[config.mk]
export PLATFORM = sky130hd
export DESIGN_NAME = pc_update
export DESIGN_NICKNAME = d
export VERILOG_FILES = /design/src/rtl/pc_update_pkg.sv /design/src/rtl/pc_update.sv
export SDC_FILE = /design/constraint.sdc
export NUM_CORES = 1
export LEC_CHECK = 0
export CORE_AREA = 2 2 98 100
export DETAILED_ROUTE_END_ITERATION = 7
export DIE_AREA = 0 0 100 102
export PLACE_DENSITY = 0.85
export SLEW_MARGIN = 20
export SYNTH_ARGS = -nofsm -noshare
export SYNTH_HDL_FRONTEND = slang
export SYNTH_SLANG_ARGS = --single-unit
[constraint.sdc]
create_clock -name clk -period 5.1 [get_ports clk]
set_clock_uncertainty 0.2 [all_clocks]
set_input_delay 0.765 -clock clk [delete_from_list [all_inputs] [get_ports clk]]
set_output_delay 0.765 -clock clk [all_outputs]
set_load 0.05 [all_outputs]
[src/rtl/pc_update_pkg.sv]
// Shared pipeline definitions for the fetch-address generator: FSM states,
// default PC width, reset address and flush-length bounds.
package pc_update_pkg;

  typedef enum logic [1:0] {
    RUN   = 2'd0,
    PEND  = 2'd1,
    FLUSH = 2'd2
  } pc_state_e;

  localparam int          PC_WIDTH             = 32;
  localparam logic [31:0] PC_RESET_VALUE       = 32'h0000_0000;
  localparam int          FLUSH_CYCLES_DEFAULT = 2;
  localparam int          FLUSH_CYCLES_MAX     = 7;
  localparam int          FLUSH_CNT_W          = 3;

endpackage

[src/rtl/pc_update.sv]
// Program counter with redirect handling: sequential fetch, taken-branch
// redirect (deferred while stalled) and a counted IF/ID flush window.
module pc_update
  import pc_update_pkg::*;
#(
  parameter int               WIDTH        = PC_WIDTH,
  parameter logic [WIDTH-1:0] RESET_PC     = WIDTH'(PC_RESET_VALUE),
  parameter int               FLUSH_CYCLES = FLUSH_CYCLES_DEFAULT  // 1..FLUSH_CYCLES_MAX
) (
  input  logic             clk,
  input  logic             reset,
  input  logic             stall,
  input  logic             take,
  input  logic [WIDTH-1:0] target,
  output logic [WIDTH-1:0] pc,
  output logic [WIDTH-1:0] pc_plus4,
  output logic             flush,
  output logic             misalign,
  output pc_state_e        dbg_state
);

  localparam logic [FLUSH_CNT_W-1:0] CNT_INIT = FLUSH_CNT_W'(FLUSH_CYCLES);
  localparam logic [FLUSH_CNT_W-1:0] CNT_ONE  = FLUSH_CNT_W'(1);
  localparam logic [WIDTH-1:0]       PC_STEP  = WIDTH'(4);

  // Handshake: take/target form a single-cycle request that is consumed on
  // the rising edge where it is sampled in RUN; there is no ready back to
  // the requester, so a redirect arriving in PEND or FLUSH is simply dropped.

  pc_state_e              state, state_n;
  logic [FLUSH_CNT_W-1:0] cnt, cnt_n;
  logic [WIDTH-1:0]       tgt_q, tgt_n;
  logic [WIDTH-1:0]       pc_n;
  logic                   mis_n;

  assign pc_plus4  = pc + PC_STEP;
  assign dbg_state = state;

  always_ff @(posedge clk or negedge reset) begin
    if (!reset) begin
      state    <= RUN;
      pc       <= RESET_PC;
      cnt      <= '0;
      tgt_q    <= '0;
      flush    <= 1'b0;
      misalign <= 1'b0;
    end else begin
      state    <= state_n;
      pc       <= pc_n;
      cnt      <= cnt_n;
      tgt_q    <= tgt_n;
      flush    <= (state_n == FLUSH);
      misalign <= mis_n;
    end
  end

  always_comb begin
    state_n = state;
    pc_n    = pc;
    cnt_n   = cnt;
    tgt_n   = tgt_q;
    mis_n   = 1'b0;
    case (state)
      RUN: begin
        if (take && stall) begin
          tgt_n   = target;
          state_n = PEND;
        end else if (take) begin
          pc_n    = {target[WIDTH-1:2], 2'b00};
          mis_n   = |target[1:0];
          cnt_n   = CNT_INIT;
          state_n = FLUSH;
        end else if (!stall) begin
          pc_n = pc_plus4;
        end
      end
      PEND: begin
        // The first latched redirect wins; later takes are not looked at.
        if (!stall) begin
          pc_n    = {tgt_q[WIDTH-1:2], 2'b00};
          mis_n   = |tgt_q[1:0];
          tgt_n   = '0;
          cnt_n   = CNT_INIT;
          state_n = FLUSH;
        end
      end
      FLUSH: begin
        if (!stall) begin
          pc_n  = pc_plus4;
          cnt_n = cnt - CNT_ONE;
          if (cnt == CNT_ONE) state_n = RUN;
        end
      end
      default: begin
        state_n = RUN;
      end
    endcase
  end

endmodule

==> impl_metrics.yaml, run 1 <==
routing:
  drt-met1-wl_mm: 6.16
  wl_met3_mm: 1.77
  drc: 0
  top_layer_used: "met4"
  wl_per_cell_microns: 21.2
  drtIter0Drc: 644
  wl_mm: 16.0
  first_pass_iters: 6
  viasPerCell: 6.77
  met2_length_mm: 7.39
  via_count: 5105
  drtAntennaViolNets: 0
yosys:
  synthTopCellsByArea: "dfrtp_1, a22o_1, nand2_1"
  synth_most_common_cell: "dfrtp_1"
  mappedNetlistArea_sq_mm: 0.00498
  ys.flop_type: "dfrtp_1"
  synth_top_area_frac: 0.347
  synth_seq_cells: 69
  syn_avg_cell_area_sq_um: 8.77
  yosysWarnings: 0
  synthCells: 568
  synth_cell_types: 75
  synth_edf_count: 0
  async_flop_share: 1.00
  yosys-top-cells-count: "dfrtp_1, nand2_1, a22o_1, nor2_1, a21oi_1"
  synth_top_cell_by_area: "dfrtp_1"
  ys_seq_area_frac: 0.347
cts:
  cts_buffers: 9
  clkTransAtPathRegs_ns: 0.07
  cts_buffer_depth: 2
  clk_latency_ns: 0.35
  root_buffer: "clkbuf_8"
  cts_tree: "done"
  post_cts_resized: 0
  cts_hold_buf: 0
  cts_max_level: 3
  cts.sinks: 69
  postCtsSetupBuffers: 0
global_routing:
  grt_pass1_wl_mm: 25.5
  track_usage: 0.320
  grt_max_degree: 47
  grt_pass1_vias: 4971
  overflow: 0
  antenna_found_initial: 0
floorplan:
  initial_utilization: 0.547
  ios: 104
  rows: 35
  die_area_sq_mm: 0.0102
  coreArea_sq_mm: 0.00911
  die_w_microns: 100
  die_h_microns: 102
critical_path:
  rr_startpoint: "dbg_state[1]"
  cp_data_required_time_ns: 4.14
  startpoint: "pc[7]"
  path_class: "flip-flop to output port"
  r2r_slack_ns: 1.50
  cp_max_fo: 13
  reg2reg_depth: 8
  startpoint_type: "flip-flop"
  reg2reg_to: "pc[8]"
  worstPathArrival_ns: 3.21
  cp-end-kind: "output port"
placement:
  place.gp.congestion: 0.992
  place_area_sq_mm: 0.00588
  dp_cells: 739
  dp_hpwl_mm: 10.9
  post-place-ws_ns: 1.36
  numPortBuffers: 99
min_path:
  hp-class: "primary input to async pin"
run:
  cap_violations: 0
finish:
  instances_no_fill: 754
  syn2layout_area_growth_pct: 21.3
  diodes: 0
  final_area_sq_mm: 0.00605
  final_nets: 682
  layout-drive-gt1-share: 0.0715
pwr:
  power_density_mw_per_mm2: 724
  p_leak_nw: 2.46
  power.total_mw: 4.38
  vdd_drop_max_mv: 0.536
timing:
  worstMarginPinSlew_ns: 1.14
  fin_crit_sh: 0.819
  slew_headroom: 0.238
  finalSetupViolCount: 0
  fmax_ghz: 0.240
  rsz0062_at_grt: "false"
  slew_violations: 0
  worst_slack_ns: 0.925
  fin_crit_ns: 4.17
  fin_tns_setup_ns: 0
  hold_viol_final: 0
run_status:
  status: "complete, no violations"
worst max-delay path, stage by stage (launching register included):
cell	delay [ns]
dfrtp_1	0.58
nand3_2	0.29
nor3_1	0.52
nand2_1	0.26
nor2_1	0.18
xor2_1	0.18
clkdlybuf4s50_1	0.83
registers in the layout (all words and copies together) (netlist names):
signal     cells
tgt_q         32
pc            30
cnt            3
dbg_state      2
flush          1
misalign       1
metrics by stage:
| step | util | hold slack, ns |
|---|---|---|
| floorplan | - | 0.259 |
| finish | 0.664 | 0.219 |
| global placement | 0.646 | 0.276 |
| CTS | 0.663 | 0.305 |
| global route | 0.664 | 0.263 |
| detailed placement | 0.646 | 0.282 |
worst max path at each step:
stage | to
after floorplan | pc_plus4[30]
after global placement | pc_plus4[25]
after detailed placement | pc_plus4[25]
after CTS | pc_plus4[25]
after global routing | pc_plus4[25]
final | pc_plus4[25]
layout by cell type (no fill, tap or decap), types with 5 or more instances in the layout:
cell type        instances
a21oi_1                 31
a22o_1                  36
a22oi_1                  7
a31oi_1                  5
and2_1                   6
and3_1                   9
buf_4                   12
clkbuf_8                10
clkdlybuf4s50_1         98
dfrtp_1                 69
ha_1                     7
inv_1                   18
mux2i_1                  7
nand2_1                 50
nand3_1                 22
nand4_1                  6
nor2_1                  36
nor2b_1                  6
nor3_1                  16
nor4_1                  10
o21ai_0                 29
o221ai_1                 9
o22ai_1                  7
or3_1                    5
xnor2_1                 21
xor2_1                  19
report_power, final:
group / leakage (nW) / internal (mW) / total (mW) / switching [mW]
Sequential: 0.877 / 0.804 / 1.14 / 0.338
Clock: 0.0833 / 0.186 / 0.398 / 0.211
Combinational: 1.50 / 1.00 / 2.84 / 1.84
routing by layer:
metal,vias to the layer above,track usage
met5,-,0
met4,0,0.155
met3,67,0.0752
met2,387,0.511
met1,2415,0.414
li1,2236,-
kinds of logic (layout without fill, tap and decap cells):
kind of cell,count (synthesis),count (layout),share of synthesized area
other,1,4,0.000753
xor gates and xnor gates,40,40,0.0703
buffers and inverters,71,143,0.0794
DFF,69,69,0.347
adders and majority gates,7,7,0.0176
AOI/OAI and AO/OA,173,173,0.250
and+or+nand+nor,197,197,0.215
muxes,10,10,0.0208
cell type report:
| type | instances | area (sq um) |
|---|---|---|
| fillers | 763 | 3060 |
| multi-input cells | 431 | 2880 |
| flip-flops and latches | 69 | 1730 |
| repair buffers | 110 | 1070 |
| clock buffers | 13 | 149 |
| well taps | 111 | 139 |
| inverters | 18 | 67.6 |
| clock inverters | 2 | 10.0 |
Power figures use the tool's default switching activity.
==> inputs of run 2 (changes only) <==
--- a/config.mk
+++ b/config.mk
@@ -5,10 +5,10 @@
 export SDC_FILE = /design/constraint.sdc
 export NUM_CORES = 1
 export LEC_CHECK = 0
-export CORE_AREA = 2 2 98 100
+export CORE_AREA = 2 2 101 103
 export DETAILED_ROUTE_END_ITERATION = 7
-export DIE_AREA = 0 0 100 102
-export PLACE_DENSITY = 0.85
+export DIE_AREA = 0 0 103 105
+export PLACE_DENSITY = 0.8
 export SLEW_MARGIN = 20
 export SYNTH_ARGS = -nofsm -noshare
 export SYNTH_HDL_FRONTEND = slang
==> constraint.sdc (replaced) <==
create_clock -name clk -period 3.87 [get_ports clk]
set_clock_uncertainty 0.2 [all_clocks]
set_input_delay 0.5805 -clock clk [delete_from_list [all_inputs] [get_ports clk]]
set_output_delay 0.5805 -clock clk [all_outputs]
set_load 0.05 [all_outputs]
==> impl_metrics.yaml, run 2 (synthesis results as in run 1) <==
timing:
  worstMarginPinSlew_ns: 0.920
  worst_slack_ns: 0.188
  fin_crit_ns: 3.68
  slew_headroom: 0.387
  whs_ns: 0.203
  slew_violations: 0
  finalSetupViolCount: 0
  fmax_ghz: 0.272
  rsz0062_at_grt: "false"
  hold_viol_final: 0
  fin_tns_setup_ns: 0
  fin_crit_sh: 0.951
placement:
  numPortBuffers: 99
  place.gp.congestion: 0.915
  dp_cells: 779
  place_area_sq_mm: 0.00606
  post-place-ws_ns: 0.441
  dp_hpwl_mm: 11.7
run_status:
  status: "complete, no violations"
routing:
  via_count: 5017
  drtAntennaViolNets: 0
  drc: 0
  wl_per_cell_microns: 21.0
  drtIter0Drc: 430
  wl_mm: 16.7
  first_pass_iters: 6
  viasPerCell: 6.33
critical_path:
  reg2reg_to: "pc[19]"
  cp-end-kind: "output port"
  cp_max_fo: 10
  worstPathArrival_ns: 2.90
  cp_data_required_time_ns: 3.09
  startpoint_type: "flip-flop"
  r2r_slack_ns: 1.07
  path_class: "flip-flop to output port"
  reg2reg_depth: 8
  rr_startpoint: "dbg_state[0]"
finish:
  fillers: 821
  layout.cells.most_common: "clkdlybuf4s50_1"
  final_nets: 700
  finish.utilization: 0.648
  syn2layout_area_growth_pct: 25.3
  layout-drive-gt1-share: 0.112
  instances_no_fill: 793
  top_regs: "tgt_q: 32 flops, pc: 30 flops, cnt: 3 flops"
  final_area_sq_mm: 0.00624
  most-common-layout-cells: "clkdlybuf4s50_1, dfrtp_1, nand2_1"
  regMostFlops: "tgt_q"
  largest_register_ffs: 32
  diodes: 0
pwr:
  p_leak_nw: 2.65
  vdd_drop_max_mv: 0.590
  power.total_mw: 5.92
  power_density_mw_per_mm2: 947
floorplan:
  coreArea_sq_mm: 0.00964
  rows: 36
  die_area_sq_mm: 0.0108
  ios: 104
  die_h_microns: 105
  die_w_microns: 103
  initial_utilization: 0.517
cts:
  clk_latency_ns: 0.38
  clkTransAtPathRegs_ns: 0.08
  cts_max_level: 3
  cts_buffer_depth: 2
  cts.sinks: 69
  cts_buffers: 9
  postCtsSetupBuffers: 0
  cts_hold_buf: 0
  root_buffer: "clkbuf_8"
  cts_tree: "done"
global_routing:
  track_usage: 0.320
  grt_max_degree: 70
  antenna_found_initial: 0
  overflow: 0
  grt_pass1_wl_mm: 26.6
  grt_pass1_vias: 4988
run:
  cap_violations: 0
min_path:
  hp-class: "primary input to async pin"
[run 2: cell count changes in the layout (fill, tap and decap cells not counted)]
cell             delta
buf_12              +3
buf_2               +1
buf_4              +22
clkbuf_1            -2
clkbuf_8            +1
clkdlybuf4s50_1    -13
dlymetal6s2s_1      +5
nor2_1              -1
nor2_2              +1
[run 2: worst max-delay path, stage by stage (launching register included)]
cell and delay [ns]:
dfrtp_1 0.57, nand4_4 0.23, nor3_1 0.23, buf_4 0.18
and4_1 0.28, xor2_1 0.18, clkdlybuf4s50_1 0.84
[run 2: where the power goes]
part           internal [mW]  switching (mW)
sequential              1.06           0.430
combinational           1.42            2.46
clock                  0.259           0.286
[run 2: final cells by class]
| cell class | count | area (sq um) | area share |
|---|---|---|---|
| Clock inverter | 2 | 10.0 | 0.00160 |
| Timing Repair Buffer | 128 | 1230 | 0.198 |
| Multi-Input combinational cell | 431 | 2890 | 0.462 |
| Tap cell | 133 | 166 | 0.0266 |
| Inverter | 18 | 67.6 | 0.0108 |
| Sequential cell | 69 | 1730 | 0.276 |
| Clock buffer | 12 | 155 | 0.0248 |
[run 2: routing by layer]
layer,part of all wire,global-route usage,vias to the layer above
li1,-,-,2286
met1,0.42,0.418,2483
met2,0.49,0.505,219
met3,0.072,0.0957,29
met4,0.022,0.102,0
met5,0,0,-
[run 2: worst max-delay path by stage]
stage                start  slack [ns]      endpoint  depth (start not counted)
finish              pc[10]        0.19  pc_plus4[29]                          6
global placement    pc[10]        0.48  pc_plus4[31]                          5
CTS                  pc[2]        0.03  pc_plus4[28]                          7
global route        pc[10]        0.03  pc_plus4[29]                          6
floorplan            pc[2]        0.29  pc_plus4[30]                          5
detailed placement  pc[10]        0.44  pc_plus4[31]                          5
[run 2: what timing repair did]
item / in CTS / in global routing
endpoints found under the hold margin: 0 / 0
resized for setup: 0 / 6
endpoints found under the setup margin: 0 / 7
